--- src/rtl/frame_burst_reader.sv ---
// Burst-read initiator: splits one frame into bursts of up to BURST_LEN words,
// issues each only when the downstream FIFO can take all of it, and forwards the read data.
module frame_burst_reader #(
    parameter int MEM_DATA_BITS = 32,
    parameter int BURST_LEN     = 128,
    parameter int FRAME_WORDS   = 307200
) (
    input  logic                     mem_clk,
    input  logic                     rst,
    input  logic                     frame_start,
    input  logic [23:0]              base_addr,
    input  logic [10:0]              fifo_free,
    output logic                     rd_burst_req,
    output logic [9:0]               rd_burst_len,
    output logic [23:0]              rd_burst_addr,
    input  logic                     rd_burst_data_valid,
    input  logic [MEM_DATA_BITS-1:0] rd_burst_data,
    input  logic                     rd_burst_finish,
    output logic                     fifo_wr_en,
    output logic [MEM_DATA_BITS-1:0] fifo_wr_data,
    output logic                     frame_busy,
    output logic                     frame_done
);

    localparam logic [1:0] S_IDLE  = 2'd0;
    localparam logic [1:0] S_CHECK = 2'd1;
    localparam logic [1:0] S_REQ   = 2'd2;
    localparam logic [1:0] S_DONE  = 2'd3;

    localparam logic [9:0]  MAX_LEN = 10'(BURST_LEN);
    localparam logic [23:0] TOTAL   = 24'(FRAME_WORDS);

    logic [1:0]               state_q, state_d;
    logic [23:0]              next_addr_q, next_addr_d;
    logic [23:0]              remaining_q, remaining_d;
    logic                     req_q, req_d;
    logic [9:0]               len_q, len_d;
    logic [23:0]              addr_q, addr_d;
    logic                     busy_q, busy_d;
    logic                     done_q, done_d;
    logic                     wr_en_q;
    logic [MEM_DATA_BITS-1:0] wr_data_q;

    logic [9:0]  cur_len;
    logic [23:0] remaining_next;

    always_comb begin
        cur_len        = (remaining_q < {14'd0, MAX_LEN}) ? remaining_q[9:0] : MAX_LEN;
        // len_q holds cur_len for the whole REQ phase since remaining is frozen there
        remaining_next = remaining_q - {14'd0, len_q};

        state_d     = state_q;
        next_addr_d = next_addr_q;
        remaining_d = remaining_q;
        req_d       = req_q;
        len_d       = len_q;
        addr_d      = addr_q;
        busy_d      = busy_q;
        done_d      = 1'b0;

        case (state_q)
            S_IDLE: begin
                if (frame_start) begin
                    next_addr_d = base_addr;
                    remaining_d = TOTAL;
                    busy_d      = 1'b1;
                    state_d     = S_CHECK;
                end
            end
            S_CHECK: begin
                if ({1'b0, cur_len} <= fifo_free) begin
                    addr_d  = next_addr_q;
                    len_d   = cur_len;
                    req_d   = 1'b1;
                    state_d = S_REQ;
                end
            end
            S_REQ: begin
                if (rd_burst_finish) begin
                    req_d       = 1'b0;
                    next_addr_d = next_addr_q + {14'd0, len_q};
                    remaining_d = remaining_next;
                    state_d     = (remaining_next == 24'd0) ? S_DONE : S_CHECK;
                end
            end
            S_DONE: begin
                done_d  = 1'b1;
                busy_d  = 1'b0;
                state_d = S_IDLE;
            end
            default: state_d = S_IDLE;
        endcase
    end

    always_ff @(posedge mem_clk) begin
        if (rst) begin
            state_q     <= S_IDLE;
            next_addr_q <= 24'd0;
            remaining_q <= 24'd0;
            req_q       <= 1'b0;
            len_q       <= 10'd0;
            addr_q      <= 24'd0;
            busy_q      <= 1'b0;
            done_q      <= 1'b0;
        end else begin
            state_q     <= state_d;
            next_addr_q <= next_addr_d;
            remaining_q <= remaining_d;
            req_q       <= req_d;
            len_q       <= len_d;
            addr_q      <= addr_d;
            busy_q      <= busy_d;
            done_q      <= done_d;
        end
    end

    // Data path runs in every state; word counting is left to the controller's finish pulse
    always_ff @(posedge mem_clk) begin
        if (rst) begin
            wr_en_q   <= 1'b0;
            wr_data_q <= '0;
        end else begin
            wr_en_q   <= rd_burst_data_valid;
            wr_data_q <= rd_burst_data;
        end
    end

    assign rd_burst_req  = req_q;
    assign rd_burst_len  = len_q;
    assign rd_burst_addr = addr_q;
    assign fifo_wr_en    = wr_en_q;
    assign fifo_wr_data  = wr_data_q;
    assign frame_busy    = busy_q;
    assign frame_done    = done_q;

endmodule
--- config.mk ---
export PLATFORM = sky130hd
export DESIGN_NAME = frame_burst_reader
export DESIGN_NICKNAME = d
export VERILOG_FILES = /design/src/rtl/frame_burst_reader.sv
export SDC_FILE = /design/constraint.sdc
export NUM_CORES = 1
export LEC_CHECK = 0
export BUFFER_PORTS_ARGS = -buffer_cell sky130_fd_sc_hd__buf_2
export CORE_MARGIN = 2
export CORE_UTILIZATION = 40
export DETAILED_ROUTE_END_ITERATION = 12
export PLACE_DENSITY = 0.68
export SKIP_LAST_GASP = 1
export SLEW_MARGIN = 5
export SYNTH_ARGS = -nofsm -noshare
export SYNTH_HDL_FRONTEND = slang
export SYNTH_SLANG_ARGS = --single-unit
export TNS_END_PERCENT = 1
--- constraint.sdc ---
create_clock -name mem_clk -period 3.2 [get_ports mem_clk]
set_clock_uncertainty 0.1 [all_clocks]
set_input_delay 0.64 -clock mem_clk [delete_from_list [all_inputs] [get_ports mem_clk]]
set_output_delay 0.64 -clock mem_clk [all_outputs]
set_load 0.03 [all_outputs]
Word-level counts from Yosys, hierarchy flattened
Cells that the tools add are included.
Storage, ports and cells
  bits in writable memories: 0
  ROM bits: 0
  word-level logic and storage cells: 48
  memories kept: 0
  input port bits: 72
  output and inout bits: 70
  flip-flop bits (word level): 120
  latch bits: 0
Cells by class
  div/mod/pow operators: 0
  bitwise operators: 0
  shift operators: 0
  add/sub/neg operators: 2
  multipliers: 0
  order comparisons: 2
  muxes and demuxes: 18
  reductions and logical operators: 10
  eq/ne operators: 6
Operator list (count)
  $mux W24: 4
  $pmux W24 S2: 2
  $add A24 B10 Y24: 1
  $logic_not A24 Y1: 1
  $lt A24 B8 Y1 const B: 1
  $sub A24 B10 Y24: 1
  $le A10 B11 Y1: 1
  $mux W10: 1
  $reduce_and A3 Y1: 3
  $mux W2: 4
  $pmux W2 S4: 1
  $ne A2 B2 Y1 const B: 3
  $reduce_bool A2 Y1: 3
  $eq A2 B2 Y1 const B: 2
  $mux W1: 4
  $pmux W1 S2: 2
  $reduce_and A2 Y1: 2
  $eq A2 B1 Y1 const B: 1
  $logic_not A2 Y1: 1

Depth between registers and ports, before layout
Gate-level depths: netlist of the first run.
  depth in word-level cells: 5
  depth in mapped cells: 17
  depth with buffers taken out: 14

Worst setup path before layout of the first run
No wires, ideal clock.
  path kind: flip-flop to flip-flop
  start: register remaining_q[11]
  end: register addr_q[18], in the netlist rd_burst_addr[18]
  clock period less this slack: 3.329 ns
  library setup time: 0.070 ns
  data arrival time: 3.159 ns
  data required time: 3.030 ns
  slack: -0.129 ns
  buffers on the path: 2
  stages on the path, launching flop included: 17
  cells stage by stage: dfxtp_1 -> nor4_2 -> nand2_1 -> nor3_2 -> and3_1 -> buf_2 -> and2_1 -> ha_1 -> nor2b_1 -> o21a_1 -> o21a_1 -> o21ai_0 -> a21oi_1 -> o21bai_1 -> clkbuf_1 -> nand3_1 -> a21oi_1
On the way
  cells in the longest elaborated chain, start to end: 4
Ends and longest elaborated chain
  from (decl): RTL line 35  | logic [23:0] remaining_q, remaining_d;
  from (signal assigned): RTL line 108  | remaining_q <= remaining_d;
  $lt A24 B8 Y1: RTL line 48  | cur_len = (remaining_q < {14'd0, MAX_LEN}) ? remaining_q[9:0] : MAX_LEN;
  $mux W10: RTL line 48
  named net cur_len[1]: RTL line 44  | logic [9:0] cur_len;
  $le A10 B11 Y1: RTL line 71  | if ({1'b0, cur_len} <= fifo_free) begin
  $reduce_and A2 Y1 (no line)
  to (signal assigned): RTL line 111  | addr_q <= addr_d;
  to (decl): RTL line 38  | logic [23:0] addr_q, addr_d;
The timed path passes the listed nets, and every way through them passes these cells.
A chain may end at the register's enable or synchronous reset.

Final worst setup path of the first run
  start: register remaining_q[10]
  end: register addr_q[18], in the netlist rd_burst_addr[18]
Same word-level chain as after synthesis.

==> results of run 1 <==
-- Yosys cell counts (2+ instances only) --
master / n / area [um^2]
or3_1: 2 / 12.5
a31oi_1: 3 / 18.8
clkbuf_1: 44 / 165
nand4b_1: 3 / 26.3
dfxtp_1: 120 / 2400
xnor2_1: 10 / 87.6
o21a_1: 8 / 60.1
o21bai_1: 6 / 45.0
and3_4: 4 / 45.0
fa_1: 2 / 40.0
a22oi_1: 11 / 82.6
nor2b_1: 44 / 275
o211ai_1: 2 / 15.0
a2111oi_0: 5 / 43.8
a211oi_1: 13 / 97.6
nand2_1: 48 / 180
nand4_1: 3 / 18.8
inv_1: 29 / 109
buf_2: 5 / 25.0
xor2_1: 5 / 43.8
o31ai_1: 2 / 15.0
nand2b_1: 9 / 56.3
and3_1: 5 / 31.3
or4_1: 2 / 15.0
a311oi_1: 19 / 166
o22ai_1: 3 / 18.8
mux2i_1: 3 / 30.0
o21ai_0: 60 / 300
o31a_1: 3 / 26.3
a21boi_0: 2 / 15.0
nand3b_1: 2 / 15.0
or2_2: 2 / 12.5
a21oi_1: 72 / 360
and2_1: 9 / 56.3
nor4_1: 8 / 50.1
ha_1: 30 / 375
nor3_1: 29 / 145
buf_1: 5 / 18.8
a21o_1: 9 / 67.6
nor2_1: 63 / 236
nand3_1: 40 / 200
a41o_1: 2 / 20.0
-- worst min-delay path by stage --
| stage | from | depth (start not counted) | end | slack, ps |
|---|---|---|---|---|
| final | rd_burst_data[4] | 2 | fifo_wr_data[4] | 330 |
| after global routing | rd_burst_data[31] | 2 | fifo_wr_data[31] | 320 |
| after CTS | rd_burst_data[4] | 2 | fifo_wr_data[4] | 320 |
| after detailed placement | rd_burst_req | 2 | rd_burst_req | 350 |
| after global placement | rd_burst_req | 2 | rd_burst_req | 350 |
| after floorplan | remaining_q[2] | 2 | remaining_q[2] | 340 |
-- critical path, cell delays in order, from the launching register on --
cell and delay, ps:
dfxtp_2 330, nor4_4 320, nand2_2 130, nor3_4 150
and3_4 230, and2_4 150, ha_1 230, nor2b_1 140
o21a_1 170, o21a_1 180, o21ai_2 120, a21oi_2 90
buf_4 150, o21bai_4 140, buf_12 150, buf_8 130
nand3_1 90, a21oi_1 140
-- sequential cells by signal (all words and copies together), names as in the netlist --
name / cells
rd_burst_len: 10
frame_done: 1
fifo_wr_data: 32
frame_busy: 1
remaining_q: 24
rd_burst_req: 1
state_q: 2
next_addr_q: 24
fifo_wr_en: 1
rd_burst_addr: 24
-- what timing repair did --
action                     in CTS  in global routing
gates resized for setup        21                  7
setup endpoints to repair      36                 40
gates cloned                    2                  0
setup buffers                   3                  0
hold endpoints to repair        0                  0
pin swaps                       7                  4
-- cells by family (layout without fill, tap and decap cells) --
logic type                 count (synthesis)  after routing  synth area share
adders and majority gates                 32             32            0.0662
AOI/OAI and AO/OA                        234            234             0.241
muxes                                      3              3           0.00478
DFF                                      120            120             0.383
buffers and inverters                     83            257            0.0506
other                                      1              2          0.000597
and+or+nand+nor                          282            282             0.233
xor gates and xnor gates                  15             15            0.0209
-- power groups by stage --
stage               combinational, mW  clock [mW]  sequential [mW]
floorplan                       0.506           0             1.77
CTS                             0.925        2.22             1.67
detailed placement              0.880           0             1.70
finish                          0.936        2.19             1.68
global placement                0.868           0             1.70
global route                     1.02        2.29             1.69
-- layout make-up --
cell class | count | share of cell area
sequential | 120 | 0.290
multi-input combinational | 568 | 0.440
inverter | 29 | 0.0131
clock buffer | 19 | 0.0546
timing repair buffer | 196 | 0.143
tap | 211 | 0.0319
clock inverter | 13 | 0.0270
-- per-stage QoR --
stage	hold slack, ps	instance area [um^2]
finish	330	8290
global route	324	8290
CTS	316	8270
detailed placement	354	7460
global placement	350	7460
floorplan	344	6300
-- layer usage --
layer / wire length (um) / part of all wire / vias to the layer above / track usage
met5: 0 / 0 / - / 0
met1: 8410 / 0.44 / 2892 / 0.300
met3: 1600 / 0.084 / 28 / 0.0669
li1: - / - / 3098 / -
met2: 8820 / 0.46 / 244 / 0.376
met4: 321 / 0.017 / 0 / 0.0729
==> run summary, run 1 <==
H-tree depth: 4
Most used DFF post-synth: dfxtp_1
Maximum clock frequency: 0.311 GHz
Status: finished, violations left
Post-synthesis sequential element count: 120
Worst Max-Slew Pin Slew: 1210 ps
Power Dens Cells: 580 mW/mm^2
Clk_lat worst skew: 410 ps
Int Pwr: 3.45 mW
Largest net degree at the start of global routing: 83
Gate Count Post-Synth: 770
Failing checks: setup timing
Most common cell after layout, fill and taps aside: buf_2
Switching Fraction: 0.281
Rows: 45
Avg Inst Size Synth: 8.15 um^2
Max-slew violation count: 0
Seq/Total Area, Yosys: 0.383
Critical path endpoint: rd_burst_addr[18]
Final ANT Viol Nets: 0
DPL Wire Length: 13300 um
WP data required: 3430 ps
Final Wtd Congestion: 0.942
Pre-CTS setup slack: -162 ps
Setup_tns: -29.3 ps
Placed Instances: 1119
CTS root buf: clkbuf_16
R2r endpoint: rd_burst_addr[18]
CTS Buf Count: 17
Total GRT Usage: 0.232
Clock sinks: 120
Setup slack after layout: -11.6 ps
Synthesis-to-layout area growth: 32.0%
Worst Setup End Kind: flip-flop
Min cycle time layout: 3210 ps
Inserted Diodes: 0
Worst reg2reg setup slack: -10 ps
Unique masters post-synth: 66
WP data arrival: 3450 ps
Final net count: 1036
Final core utilization: 0.543
Max-cap violations: 0
First-pass GRT wire length: 30400 um
Iteration-0 DRC count of the detailed router: 596
Detail-routed net length per standard cell: 16.6 um
Share of cells above drive strength 1: 0.277
Number of global-route vias before repair: 5949
Die Wd: 129 um
Final Cycle Share: 1.00
Logic pwr share: 0.195
Max VDD drop: 0.413 mV
Ys async rst share: 0
Overflow after GRT: 0
Multi-input logic area: 0.00365 mm^2
Relative slew slack: 0.196
RSZ-0062 raised after global routing: yes
Most frequent cells in the layout: buf_2 (140), dfxtp_1 (118), a21oi_1 (68)
Max clock buf depth: 2
Kind of critical path: flip-flop to flip-flop
Core area: 0.0153 mm^2
Hold_buf cts: 0
Die area: 0.0167 mm^2
Initial antenna violation count: 1
Ys Warns: 0
Syn Std Cell Area: 0.00628 mm^2
Element type at the critical path start: flip-flop
Worst reg2reg path depth: 17
Post-synth EDFFs: 0
Final wirelength: 19200 um
CP max FO: 8
Final Hold Vio Count: 0
Seq pwr share: 0.349
Sw Pwr: 1.35 mW
Die height: 129 um
Clk pwr share: 0.456
CTS tree: done
Register area: 0.00240 mm^2
Finished Layout Cells: 1156
HP Class: input port to flip-flop
Via count: 6262
Residual DRC: 0
Routed vias/inst: 5.42
Final setup fails: 4
Pre-Repair DR Iteration Count: 6
Filler Cells Inserted: 1443
Starting Density: 0.411
Worst-path clk slew: 60 ps
Leak pwr: 3.60 nW
Tot Pwr: 4.80 mW
I/O Pins: 142
CP startpoint: remaining_q[10]
Worst R2R Start: remaining_q[10]
Buffers on Ports: 141
Power figures use the tool's default switching activity.
==> inputs of run 2 (changes only) <==
--- a/config.mk
+++ b/config.mk
@@ -10,6 +10,7 @@
 export CORE_UTILIZATION = 40
 export DETAILED_ROUTE_END_ITERATION = 12
 export PLACE_DENSITY = 0.68
+export RECOVER_POWER = 25
 export SKIP_LAST_GASP = 1
 export SLEW_MARGIN = 5
 export SYNTH_ARGS = -nofsm -noshare
==> run 2 against run 1 <==
  * The run still ends with setup timing left
  * Worst setup slack improved by 0.67 ps
  * Count of clock-buffer cells in the layout unchanged
  * Final area decreased by 0.57%
  * Die area unchanged
  * Critical path depth unchanged
  * Critical path type unchanged
  * Critical endpoint unchanged
  * Largest cell class unchanged
==> run summary, run 2 (synthesized netlist as in run 1, its figures left out) <==
Detail-routed net length per standard cell: 16.5 um
Kind of critical path: flip-flop to flip-flop
Residual DRC: 0
Final Cycle Share: 1.00
Worst-path clk slew: 60 ps
Routed vias/inst: 5.41
Buffers on Ports: 141
Starting Density: 0.411
Hold WS: 330 ps
Maximum clock frequency: 0.311 GHz
Core area: 0.0153 mm^2
Rows: 45
Final wirelength: 19100 um
Worst Max-Slew Pin Slew: 1220 ps
HP Class: input port to flip-flop
Overflow after GRT: 0
H-tree depth: 4
Die area: 0.0167 mm^2
Pre-Repair DR Iteration Count: 5
Power Dens Cells: 582 mW/mm^2
Final ANT Viol Nets: 0
Final Wtd Congestion: 0.942
Setup slack after layout: -11.0 ps
Synthesis-to-layout area growth: 31.2%
Min cycle time layout: 3210 ps
Multi-input logic area: 0.00365 mm^2
Fin area: 0.00824 mm^2
Inserted Diodes: 0
Via count: 6255
DPL Wire Length: 13300 um
Failing checks: setup timing
CP max FO: 8
I/O Pins: 142
Max-slew violation count: 0
Initial antenna violation count: 1
Clk_lat worst skew: 410 ps
Iteration-0 DRC count of the detailed router: 608
Element type at the critical path start: flip-flop
Relative slew slack: 0.189
CTS tree: done
CTS Buf Count: 17
Leak pwr: 3.46 nW
Total GRT Usage: 0.232
WP data required: 3430 ps
Max clock buf depth: 2
WP data arrival: 3440 ps
CTS root buf: clkbuf_16
Max FFs per register: 32
Register area: 0.00240 mm^2
Final setup fails: 3
Most common cell after layout, fill and taps aside: dfxtp_1
Share of cells above drive strength 1: 0.237
Hold_buf cts: 0
Largest net degree at the start of global routing: 83
Filler Cells Inserted: 1456
Max VDD drop: 0.412 mV
Status: finished, violations left
RSZ-0062 raised after global routing: yes
Most frequent cells in the layout: dfxtp_1 (118), buf_2 (102), a21oi_1 (68)
Die height: 129 um
Clock sinks: 120
Worst Setup End Kind: flip-flop
Number of global-route vias before repair: 5949
Max-cap violations: 0
Die Wd: 129 um
Final Hold Vio Count: 0
Final net count: 1036
First-pass GRT wire length: 30400 um
Placed cell area: 0.00746 mm^2
run 2: final cells by class:
cell class,count,share of cell area
Inverter,29,0.0132
Clock inverter,13,0.0272
Multi-Input combinational cell,568,0.443
Tap cell,211,0.0320
Timing Repair Buffer,196,0.138
Clock buffer,19,0.0550
Sequential cell,120,0.292
run 2: worst max-delay path: stages, from the launching register on:
cell and delay (ps):
dfxtp_2 330, nor4_4 320, nand2_2 130, nor3_4 160, and3_4 230, and2_4 150
ha_1 230, nor2b_1 140, o21a_1 170, o21a_1 180, o21ai_2 120, a21oi_2 90
buf_4 150, o21bai_4 140, buf_12 150, buf_8 130, nand3_1 90, a21oi_1 140
run 2: through the flow:
step / util / total power, mW / setup TNS (ps) / cells / worst slack [ps]
final: 0.540 / 4.80 / -16.9 / 1156 / -11.0
after global routing: 0.540 / 5.00 / -5530 / 1156 / -193
after CTS: 0.542 / 4.82 / -1520 / 1156 / -63.4
after detailed placement: 0.489 / 2.58 / -4360 / 1119 / -162
after global placement: 0.489 / 2.57 / -5.16 / 1119 / -4.41
after floorplan: - / 2.27 / 0 / 771 / 7.05
run 2: metal layers:
| layer | vias up | routed length (um) | GRT usage |
|---|---|---|---|
| li1 | 3097 | - | - |
| met1 | 2873 | 8250 | 0.300 |
| met2 | 256 | 8780 | 0.376 |
| met3 | 29 | 1720 | 0.0669 |
| met4 | 0 | 337 | 0.0729 |
| met5 | - | 0 | 0 |
run 2: final timing paths:
check                                       from           endpoint  slack (ps)  cells after the start
worst min register to register      rd_burst_req       rd_burst_req         360                      2
worst max-delay path             remaining_q[10]  rd_burst_addr[18]         -10                     17
worst min-delay path            rd_burst_data[4]    fifo_wr_data[4]         330                      2
worst max register to register   remaining_q[10]  rd_burst_addr[18]         -10                     17
run 2: power breakdown:
part           total (mW)  switching, mW  internal (mW)
logic               0.929          0.574          0.354
registers            1.68         0.0811           1.60
clock network        2.19          0.694           1.50
run 2: what timing repair did:
item	in CTS	in global routing
buffers inserted	3	0
endpoints found under the setup margin	36	40
cloned	2	0
resized for setup	21	7
pin swaps	7	4
